**config.mk**
```make
export PLATFORM = sky130hd
export DESIGN_NAME = key_loader
export DESIGN_NICKNAME = d
export VERILOG_FILES = /design/src/rtl/key_loader_pkg.sv /design/src/rtl/key_loader_crc8.sv /design/src/rtl/key_loader.sv
export SDC_FILE = /design/constraint.sdc
export NUM_CORES = 1
export LEC_CHECK = 0
export ABC_CLOCK_PERIOD_IN_PS = 2000
export CAP_MARGIN = 30
export CORE_MARGIN = 1
export CORE_UTILIZATION = 57
export CTS_BUF_LIST = sky130_fd_sc_hd__clkbuf_4
export DETAILED_ROUTE_END_ITERATION = 16
export GPL_ROUTABILITY_DRIVEN = 0
export PLACE_DENSITY = 0.92
export SLEW_MARGIN = 20
export SYNTH_ARGS = -nofsm -noshare
export SYNTH_HDL_FRONTEND = slang
export SYNTH_SLANG_ARGS = --single-unit
```
**constraint.sdc**
```tcl
create_clock -name clk -period 2 [get_ports clk]
set_input_delay 0.2 -clock clk [delete_from_list [all_inputs] [get_ports clk]]
set_output_delay 0.2 -clock clk [all_outputs]
set_load 0.01 [all_outputs]
```
**src/rtl/key_loader_pkg.sv**
```systemverilog
// Shared constants, FSM encoding and the CRC-8 bit step for the key loader.
package key_loader_pkg;

  localparam int          KEY_W    = 52;
  localparam int          CRC_W    = 8;
  localparam logic [7:0]  CRC_POLY = 8'h07;

  typedef enum logic [2:0] {
    IDLE,
    SHIFT,
    CHECK,
    DONE,
    FAIL
  } state_t;

  // One MSB-first step of CRC-8 (no reflection, no final xor).
  function automatic logic [7:0] crc8_bit(input logic [7:0] crc, input logic din);
    logic fb;
    fb = crc[7] ^ din;
    return {crc[6:0], 1'b0} ^ (fb ? CRC_POLY : 8'h00);
  endfunction

endpackage

```
**src/rtl/key_loader_crc8.sv**
```systemverilog
// Bit-serial CRC-8 accumulator with synchronous clear and enable.
module key_crc8
  import key_loader_pkg::*;
(
  input  logic       clk,
  input  logic       rst_n,
  input  logic       clr,
  input  logic       en,
  input  logic       din,
  output logic [7:0] crc
);

  always_ff @(posedge clk) begin
    if (!rst_n)   crc <= 8'h00;
    else if (clr) crc <= 8'h00;
    else if (en)  crc <= crc8_bit(crc, din);
  end

endmodule

```
**src/rtl/key_loader.sv**
```systemverilog
// Serial key-store loader: shifts key + CRC-8, verifies, retries, then drives
// the locking key onto the keyed core.
module key_loader #(
  parameter int KEY_W   = key_loader_pkg::KEY_W,
  parameter int CRC_W   = key_loader_pkg::CRC_W,
  parameter int MAX_TRY = 3
) (
  input  logic             clk,
  input  logic             rst_n,
  input  logic             start,
  input  logic             otp_valid,
  input  logic             otp_bit,
  output logic             otp_ready,
  output logic [KEY_W-1:0] keyinput,
  output logic             key_valid,
  output logic             key_err,
  output logic             busy
);
  import key_loader_pkg::*;

  localparam int CNT_W = $clog2(KEY_W + CRC_W + 1);
  localparam int TRY_W = $clog2(MAX_TRY + 1);
  localparam logic [CNT_W-1:0] KEY_END  = CNT_W'(KEY_W);
  localparam logic [CNT_W-1:0] LAST_BIT = CNT_W'(KEY_W + CRC_W - 1);
  localparam logic [TRY_W-1:0] TRY_MAX  = TRY_W'(MAX_TRY);

  state_t             state, state_nxt;
  logic [CNT_W-1:0]   cnt;
  logic [TRY_W-1:0]   try_cnt;
  logic [KEY_W-1:0]   stage;
  logic [CRC_W-1:0]   recv;
  logic [7:0]         crc_val;

  logic idle_like, load_go, xfer, in_key, last_xfer, crc_ok, retry;

  assign idle_like = (state == IDLE) || (state == DONE) || (state == FAIL);
  assign load_go   = idle_like && start;
  assign xfer      = (state == SHIFT) && otp_valid;
  assign in_key    = cnt < KEY_END;
  assign last_xfer = xfer && (cnt == LAST_BIT);
  assign crc_ok    = recv == crc_val[CRC_W-1:0];
  assign retry     = (state == CHECK) && !crc_ok && (try_cnt < TRY_MAX);

  key_crc8 u_crc (
    .clk   (clk),
    .rst_n (rst_n),
    .clr   (load_go || retry),
    .en    (xfer && in_key),
    .din   (otp_bit),
    .crc   (crc_val)
  );

  always_ff @(posedge clk) begin
    if (!rst_n) state <= IDLE;
    else        state <= state_nxt;
  end

  always_comb begin
    state_nxt = state;
    case (state)
      IDLE, DONE, FAIL: if (start) state_nxt = SHIFT;
      SHIFT:            if (last_xfer) state_nxt = CHECK;
      CHECK: begin
        if (crc_ok)     state_nxt = DONE;
        else if (retry) state_nxt = SHIFT;
        else            state_nxt = FAIL;
      end
      default:          state_nxt = IDLE;
    endcase
  end

  always_comb begin
    otp_ready = 1'b0;
    busy      = 1'b0;
    case (state)
      SHIFT: begin otp_ready = 1'b1; busy = 1'b1; end
      CHECK: busy = 1'b1;
      default: ;
    endcase
  end

  // Staging stays private; keyinput only ever sees a CRC-verified key.
  always_ff @(posedge clk) begin
    if (!rst_n) begin
      cnt       <= '0;
      try_cnt   <= '0;
      stage     <= '0;
      recv      <= '0;
      keyinput  <= '0;
      key_valid <= 1'b0;
      key_err   <= 1'b0;
    end else if (load_go) begin
      cnt       <= '0;
      try_cnt   <= TRY_W'(1);
      stage     <= '0;
      recv      <= '0;
      keyinput  <= '0;
      key_valid <= 1'b0;
      key_err   <= 1'b0;
    end else if (xfer) begin
      cnt <= cnt + 1'b1;
      if (in_key) stage <= {stage[KEY_W-2:0], otp_bit};
      else        recv  <= {recv[CRC_W-2:0], otp_bit};
    end else if (state == CHECK) begin
      if (crc_ok) begin
        keyinput  <= stage;
        key_valid <= 1'b1;
      end else if (retry) begin
        try_cnt <= try_cnt + 1'b1;
        cnt     <= '0;
        stage   <= '0;
        recv    <= '0;
      end else begin
        key_err <= 1'b1;
      end
    end
  end

endmodule

```
### Yosys cells after proc, flatten, opt, wreduce, memory -nomap -nowiden

Index checks and enable logic that the tools add are counted.
Widths: inputs -> output; s select.

| cells by class | value |
|---|---|
| $add $sub $neg | 2 |
| multiply operators | 0 |
| divide/modulo/power cells | 0 |
| magnitude comparators | 2 |
| eq/ne operators | 13 |
| shift-type cells | 0 |
| multiplexer cells | 27 |
| bitwise logic cells | 6 |
| reduce and logical (&&, ||, !) cells | 27 |

Operators with widths:

| cell | number |
|---|---|
| $mux 52 | 5 |
| $mux 8 | 5 |
| $mux 6 | 4 |
| $reduce_and 4->1 | 5 |
| $mux 3 | 5 |
| $ne 2x2->1 const B | 6 |
| $pmux 3 s3 | 1 |
| $eq 8x8->1 | 1 |
| $reduce_bool 2->1 | 4 |
| $xor 8x8->8 | 1 |
| $mux 1 | 7 |
| $add 6x1->6 const B | 1 |
| $eq 3x2->1 const B | 2 |
| $eq 6x6->1 const B | 1 |
| $logic_and 1x1->1 | 6 |
| $lt 6x6->1 const B | 1 |
| $reduce_and 3->1 | 2 |
| $reduce_or 2->1 | 3 |
| $not 1->1 | 4 |
| $eq 3x1->1 const B | 1 |
| $eq 3x3->1 const B | 1 |
| $logic_not 3->1 | 1 |
| $logic_or 1x1->1 | 3 |
| $reduce_or 3->1 | 1 |
| 6 further kinds | 6 |

| word-level totals | value |
|---|---|
| register bits after elaboration | 133 |
| bits in latches | 0 |
| memory bits (writable) | 0 |
| ROM bits | 0 |
| output and inout bits | 56 |
| memories kept | 0 |

### Longest topological paths before layout

Gate-level depths: netlist (run 1).

| logic depth | value |
|---|---|
| depth after elaboration | 9 |
| depth in mapped cells | 9 |

### Cells and area by module

From an unflattened synthesis (run 1), not the netlist that was laid out.

| unflattened totals | value |
|---|---|
| cells, all modules | 559 |
| area total of the unflattened synthesis | 5149.9 um^2 |

By module, submodules not included:

| module | instances | cells each | area each (um^2) | sequential area each (um^2) |
|---|---|---|---|---|
| key_loader | 1 | 526 | 4807.1 | 2502.4 |
| key_crc8 | 1 | 33 | 342.8 | 160.2 |

### Worst setup path after synthesis (run 1)

OpenSTA, ideal clock, no wires.

| timing path | value |
|---|---|
| path type | reg-to-reg |
| start | reg u_crc.crc[1] |
| end | reg keyinput[18] |
| setup time | 128 ps |
| arrival | 1632 ps |
| required time | 1872 ps |
| setup slack | 240 ps |
| stages on the path, launching flop included | 8 |
| period minus slack after synthesis | 1760 ps |
| cells stage by stage | dfxtp_1 -> xor2_1 -> nor4_4 -> nand3_1 -> clkbuf_1 -> buf_2 -> nand3_1 -> o21ai_1 |

| between the ends | value |
|---|---|
| cells in the longest elaborated chain, start to end | 2 |

Ends and longest elaborated chain:

| what | RTL line | RTL |
|---|---|---|
| start: declaration | key_loader_crc8.sv:10 | `output logic [7:0] crc` |
| start signal: assignment | key_loader_crc8.sv:16 | `else if (en) crc <= crc8_bit(crc, din);` |
| $eq 8x8->1 | key_loader.sv:41 | `assign crc_ok = recv == crc_val[CRC_W-1:0];` |
| $reduce_and 3->1 (no source line) | - |  |
| end signal: assignment | key_loader.sv:106 | `keyinput <= stage;` |
| end: declaration | key_loader.sv:14 | `output logic [KEY_W-1:0] keyinput,` |

No other way between the ends.
A chain may end at the register's enable or synchronous reset.

### Worst setup path after layout (run 1)

| timing path | value |
|---|---|
| start | reg state[2] |
| end | reg stage[27] |

| between the ends | value |
|---|---|
| cells in the longest elaborated chain, start to end | 5 |
| elaborated cells between the ends (all ways) | 18 |

Ends and longest elaborated chain:

| what | RTL line | RTL |
|---|---|---|
| start: declaration | key_loader.sv:27 | `state_t state, state_nxt;` |
| start signal: assignment | key_loader.sv:55 | `else state <= state_nxt;` |
| $eq 3x2->1 (tied with other cells) | key_loader.sv:42, key_loader.sv:104 |  |
| $logic_and 1x1->1 or $logic_or 1x1->1 (tied branches) (2 in a row) | key_loader.sv:42, key_loader.sv:36 |  |
| $reduce_bool 2->1 (no source line) or $logic_and 1x1->1 (tied branches) | - |  |
| $reduce_and 4->1 (no source line) or $reduce_or 2->1 (tied branches) | - |  |
| end signal: assignment | key_loader.sv:102 | `if (in_key) stage <= {stage[KEY_W-2:0], otp_bit};` |
| end: declaration | key_loader.sv:30 | `logic [KEY_W-1:0] stage;` |

Parallel ways exist; a longest one is shown, timed or not.

==> summary.md, run 1 <==
| Metric | Value |
|---|---|
| Status | complete, no violations |
| Final Critical Period | 1900 ps |
| R2r setup slk | 100 ps |
| Setup TNS | 0 ps |
| Initial antenna violation count | 0 |
| Fmax | 526 MHz |
| Yosys reg bits | 133 |
| Cts bufs inserted | 17 |
| CP Max Fanout | 23 |
| RSZ-0062 raised after global routing | false |
| Comb power frac | 6.6% |
| DR vias/cell | between 5 and 6 |
| Pwr/cell area | around 780 nW/um2 |
| Arrival time worst endpoint | 2330 ps |
| Fraction of power consumed by sequential logic | 58.6% |
| WP data required | about 2400 ps |
| Critical path capture point type | flop |
| Prevailing post-synth register cell | dfxtp_1 |
| GRT Total Usage | roughly a quarter |
| Avg Cell Area, Syn | roughly 8.6 um2 |
| Part of the Yosys area used for sequential elements | 54.3% |
| Core ar. | around 8300 um2 |
| Worst Setup Path Type | flop to flop |
| Final setup viols | 0 |
| Die area | roughly 9000 um2 |
| Synth cell types | 37 |
| Clock Path Buffers | 2 |
| Final Hold Viols | 0 |
| Clk_lat worst skew | 510 ps |
| Period utilisation layout | a little over nine tenths |
| Antenna cells | 0 |
| Async S/R FF share, synth | 0% |
| I/O Buffers | 60 |
| DRT antenna net count | 0 |
| MaxCap Viol Count | 0 |
| Worst-path clk slew | 120 ps |
| DR WL/cell | 14.3 um |
| Initial Utilization | between 50% and 60% |
| Hold path endpoint | stage[0] |
| Hold path startpoint | otp_bit |
| Post-Syn Instances | 568 |
| Max-slew violations | 0 |
| Drt pass-1 iters | 5 |
| Largest net degree at the start of global routing | between 60 and 70 |
| Worst Hold Depth | 3 |
| Total global routing overflow | 0 |
| Synthesized area | slightly below 5000 um2 |
| Nets | 620 |
| Root buf cell | clkbuf_4 |
| Top cells by area, synth | dfxtp_1 (54%), nand2_1 (9.8%), o22ai_1 (6.8%), nand3_1 (6.4%), o21ai_1 (4.6%) |
| Slew at the pin closest to its max-slew limit | 443 ps |
| Vias in the first global route | 3679 |
| Area Growth Syn to Fin | 19.9% |
| Crit Reg-Reg Startpoint | state[2] |
| Total Power | between 4 and 5 mW |
| Layout cells sized above 1 | 8.79% |
| TritonCTS clock tree | done |
| Register-to-Register Path Depth | 6 |
| P_int | 3.37 mW |
| EDFF count, synth | 0 |
| Synth area leader | dfxtp_1 |
| CTS sink cnt | 133 |
| Post-layout util | 71.2% |
| Max VDD drop | 0.515 mV |
| Worst reg2reg endpoint | stage[27] |
| Ys Warns | 0 |
| Ports | 61 |
| DRT iter0 DRCs | 288 |
| Hold Crit Class | input pin to flop |
| Die H | 94.7 um |
| Final HPWL DP | 6680 um |
| H-tree levels | 4 |
| Routed wire length | 10500 um |
| Clock Skew | about 16 ps |
| CP startpoint kind | flop |
| DR vias | just over 4k |
| First-pass GRT wire length | 16500 um |
| Hold slack | roughly 430 ps |
| Die X | 94.7 um |
| Yosys top cell area share | 54.3% |
| P_sw | 1.19 mW |
| Std cell rows | 33 |
| Leak | 1.98 nW |
| Clk pwr share | 34.8% |
| Drc violations | 0 |
| Relative slew slack | between 70% and 80% |
| Synthesized Nets | 575 |
| Sw Ratio | approximately a quarter |
how the worst max path moves through the flow:
| stage | from | endpoint | slack [ps] | cells past startpoint |
|---|---|---|---|---|
| final | state[2] | stage[27] | 100 | 6 |
| after CTS | u_crc.crc[7] | stage[4] | 100 | 6 |
| after global routing | state[2] | stage[27] | 5 | 6 |
| after detailed placement | u_crc.crc[7] | stage[5] | 120 | 6 |
| after global placement | u_crc.crc[7] | stage[5] | 190 | 6 |
| after floorplan | u_crc.crc[1] | keyinput[18] | 240 | 7 |
critical path, cell delays in order (launching register included):
cell and delay, ps:
dfxtp_1 430, and3b_1 210, o21ai_1 310, and2_4 270, buf_4 260, nand2_1 140
o22ai_1 190
flip-flops by register name, indices dropped and copies added (netlist names):
signal,flops
cnt,6
key_err,1
key_valid,1
keyinput,52
recv,8
stage,52
state,3
try_cnt,2
u_crc.crc,8
synth_stat cells (3+ instances only):
library cell,n
buf_2,22
xnor2_1,4
mux2i_1,6
nand2_1,128
or3_1,3
xor2_1,11
o21ai_1,45
o21ai_0,20
clkbuf_1,24
dfxtp_1,133
a21oi_1,8
nor2_1,15
nand3_1,63
o22ai_1,53
nand2b_1,3
kinds of logic (layout without fill, tap and decap cells):
group / after synthesis / in the layout / synth area share, %
mux: 6 / 6 / 1.23
compound gates: 136 / 136 / 16.1
xor+xnor: 15 / 15 / 2.68
fa+ha+maj: 2 / 2 / 0.510
simple gates: 226 / 226 / 20.8
flops: 133 / 133 / 54.3
buf+inv: 50 / 108 / 4.39
layer usage:
metal	GRT usage (%)	vias up	share of wire, %
met5	0	-	0
met4	10.7	0	1.6
met3	5.48	16	5.2
met2	39.6	135	49
met1	29.3	1928	44
li1	-	2080	-
placed cells by master, fill, tap and decap left out, types with 2 or more instances in the layout:
master and instances:
dfxtp_1 131, nand2_1 127, nand3_1 62, clkdlybuf4s50_1 59, o22ai_1 53, o21ai_1 45
o21ai_0 20, clkbuf_4 18, nor2_1 15, xor2_1 11, buf_4 9, a21oi_1 8
mux2i_1 6, clkinv_2 5, buf_12 5, xnor2_1 4, or3_1 3, clkinv_4 3
nor4_4 2, inv_1 2, o21a_1 2, o32ai_1 2, nor3b_1 2, ha_1 2
clkinvlp_4 2, clkinv_1 2, dfxtp_2 2
through the flow:
stage	area, um2	std cells	worst slack (ps)
2_1_floorplan	4900	568	240
5_1_grt	5880	731	5.49
4_1_cts	5870	730	100
3_5_place_dp	5610	698	123
6_report	5880	731	101
3_3_place_gp	5610	698	192
timing repair:
action                                  CTS  global route
setup buffers                             0             1
gates resized for setup                   4             0
pin swaps                                 0             1
hold buffers                              0             0
endpoints found under the setup margin    2            55
power groups by stage:
stage / Sequential, mW / Combinational [mW] / Clock (mW)
after CTS: 2.67 / 0.299 / 1.60
after global placement: 2.73 / 0.287 / 0
after global routing: 2.68 / 0.327 / 1.72
after floorplan: 2.72 / 0.219 / 0
after detailed placement: 2.73 / 0.298 / 0
final: 2.67 / 0.303 / 1.59
layout make-up:
| cell class | instances | area [um2] |
|---|---|---|
| timing repair buffer | 74 | 767 |
| tap | 105 | 131 |
| sequential | 133 | 2670 |
| clock buffer | 18 | 135 |
| multi-input combinational | 385 | 2060 |
| clock inverter | 14 | 113 |
| inverter | 2 | 7.51 |
| fill | 600 | 2380 |
Note: power is estimated with default switching activity, not from simulation.
==> run 2: changes to the inputs <==
--- a/config.mk
+++ b/config.mk
@@ -13,7 +13,6 @@
 export DETAILED_ROUTE_END_ITERATION = 16
 export GPL_ROUTABILITY_DRIVEN = 0
 export PLACE_DENSITY = 0.92
-export SLEW_MARGIN = 20
 export SYNTH_ARGS = -nofsm -noshare
 export SYNTH_HDL_FRONTEND = slang
 export SYNTH_SLANG_ARGS = --single-unit
==> results of run 2 <==
The final DEF is identical to that of run 1; final timing and power are the same.
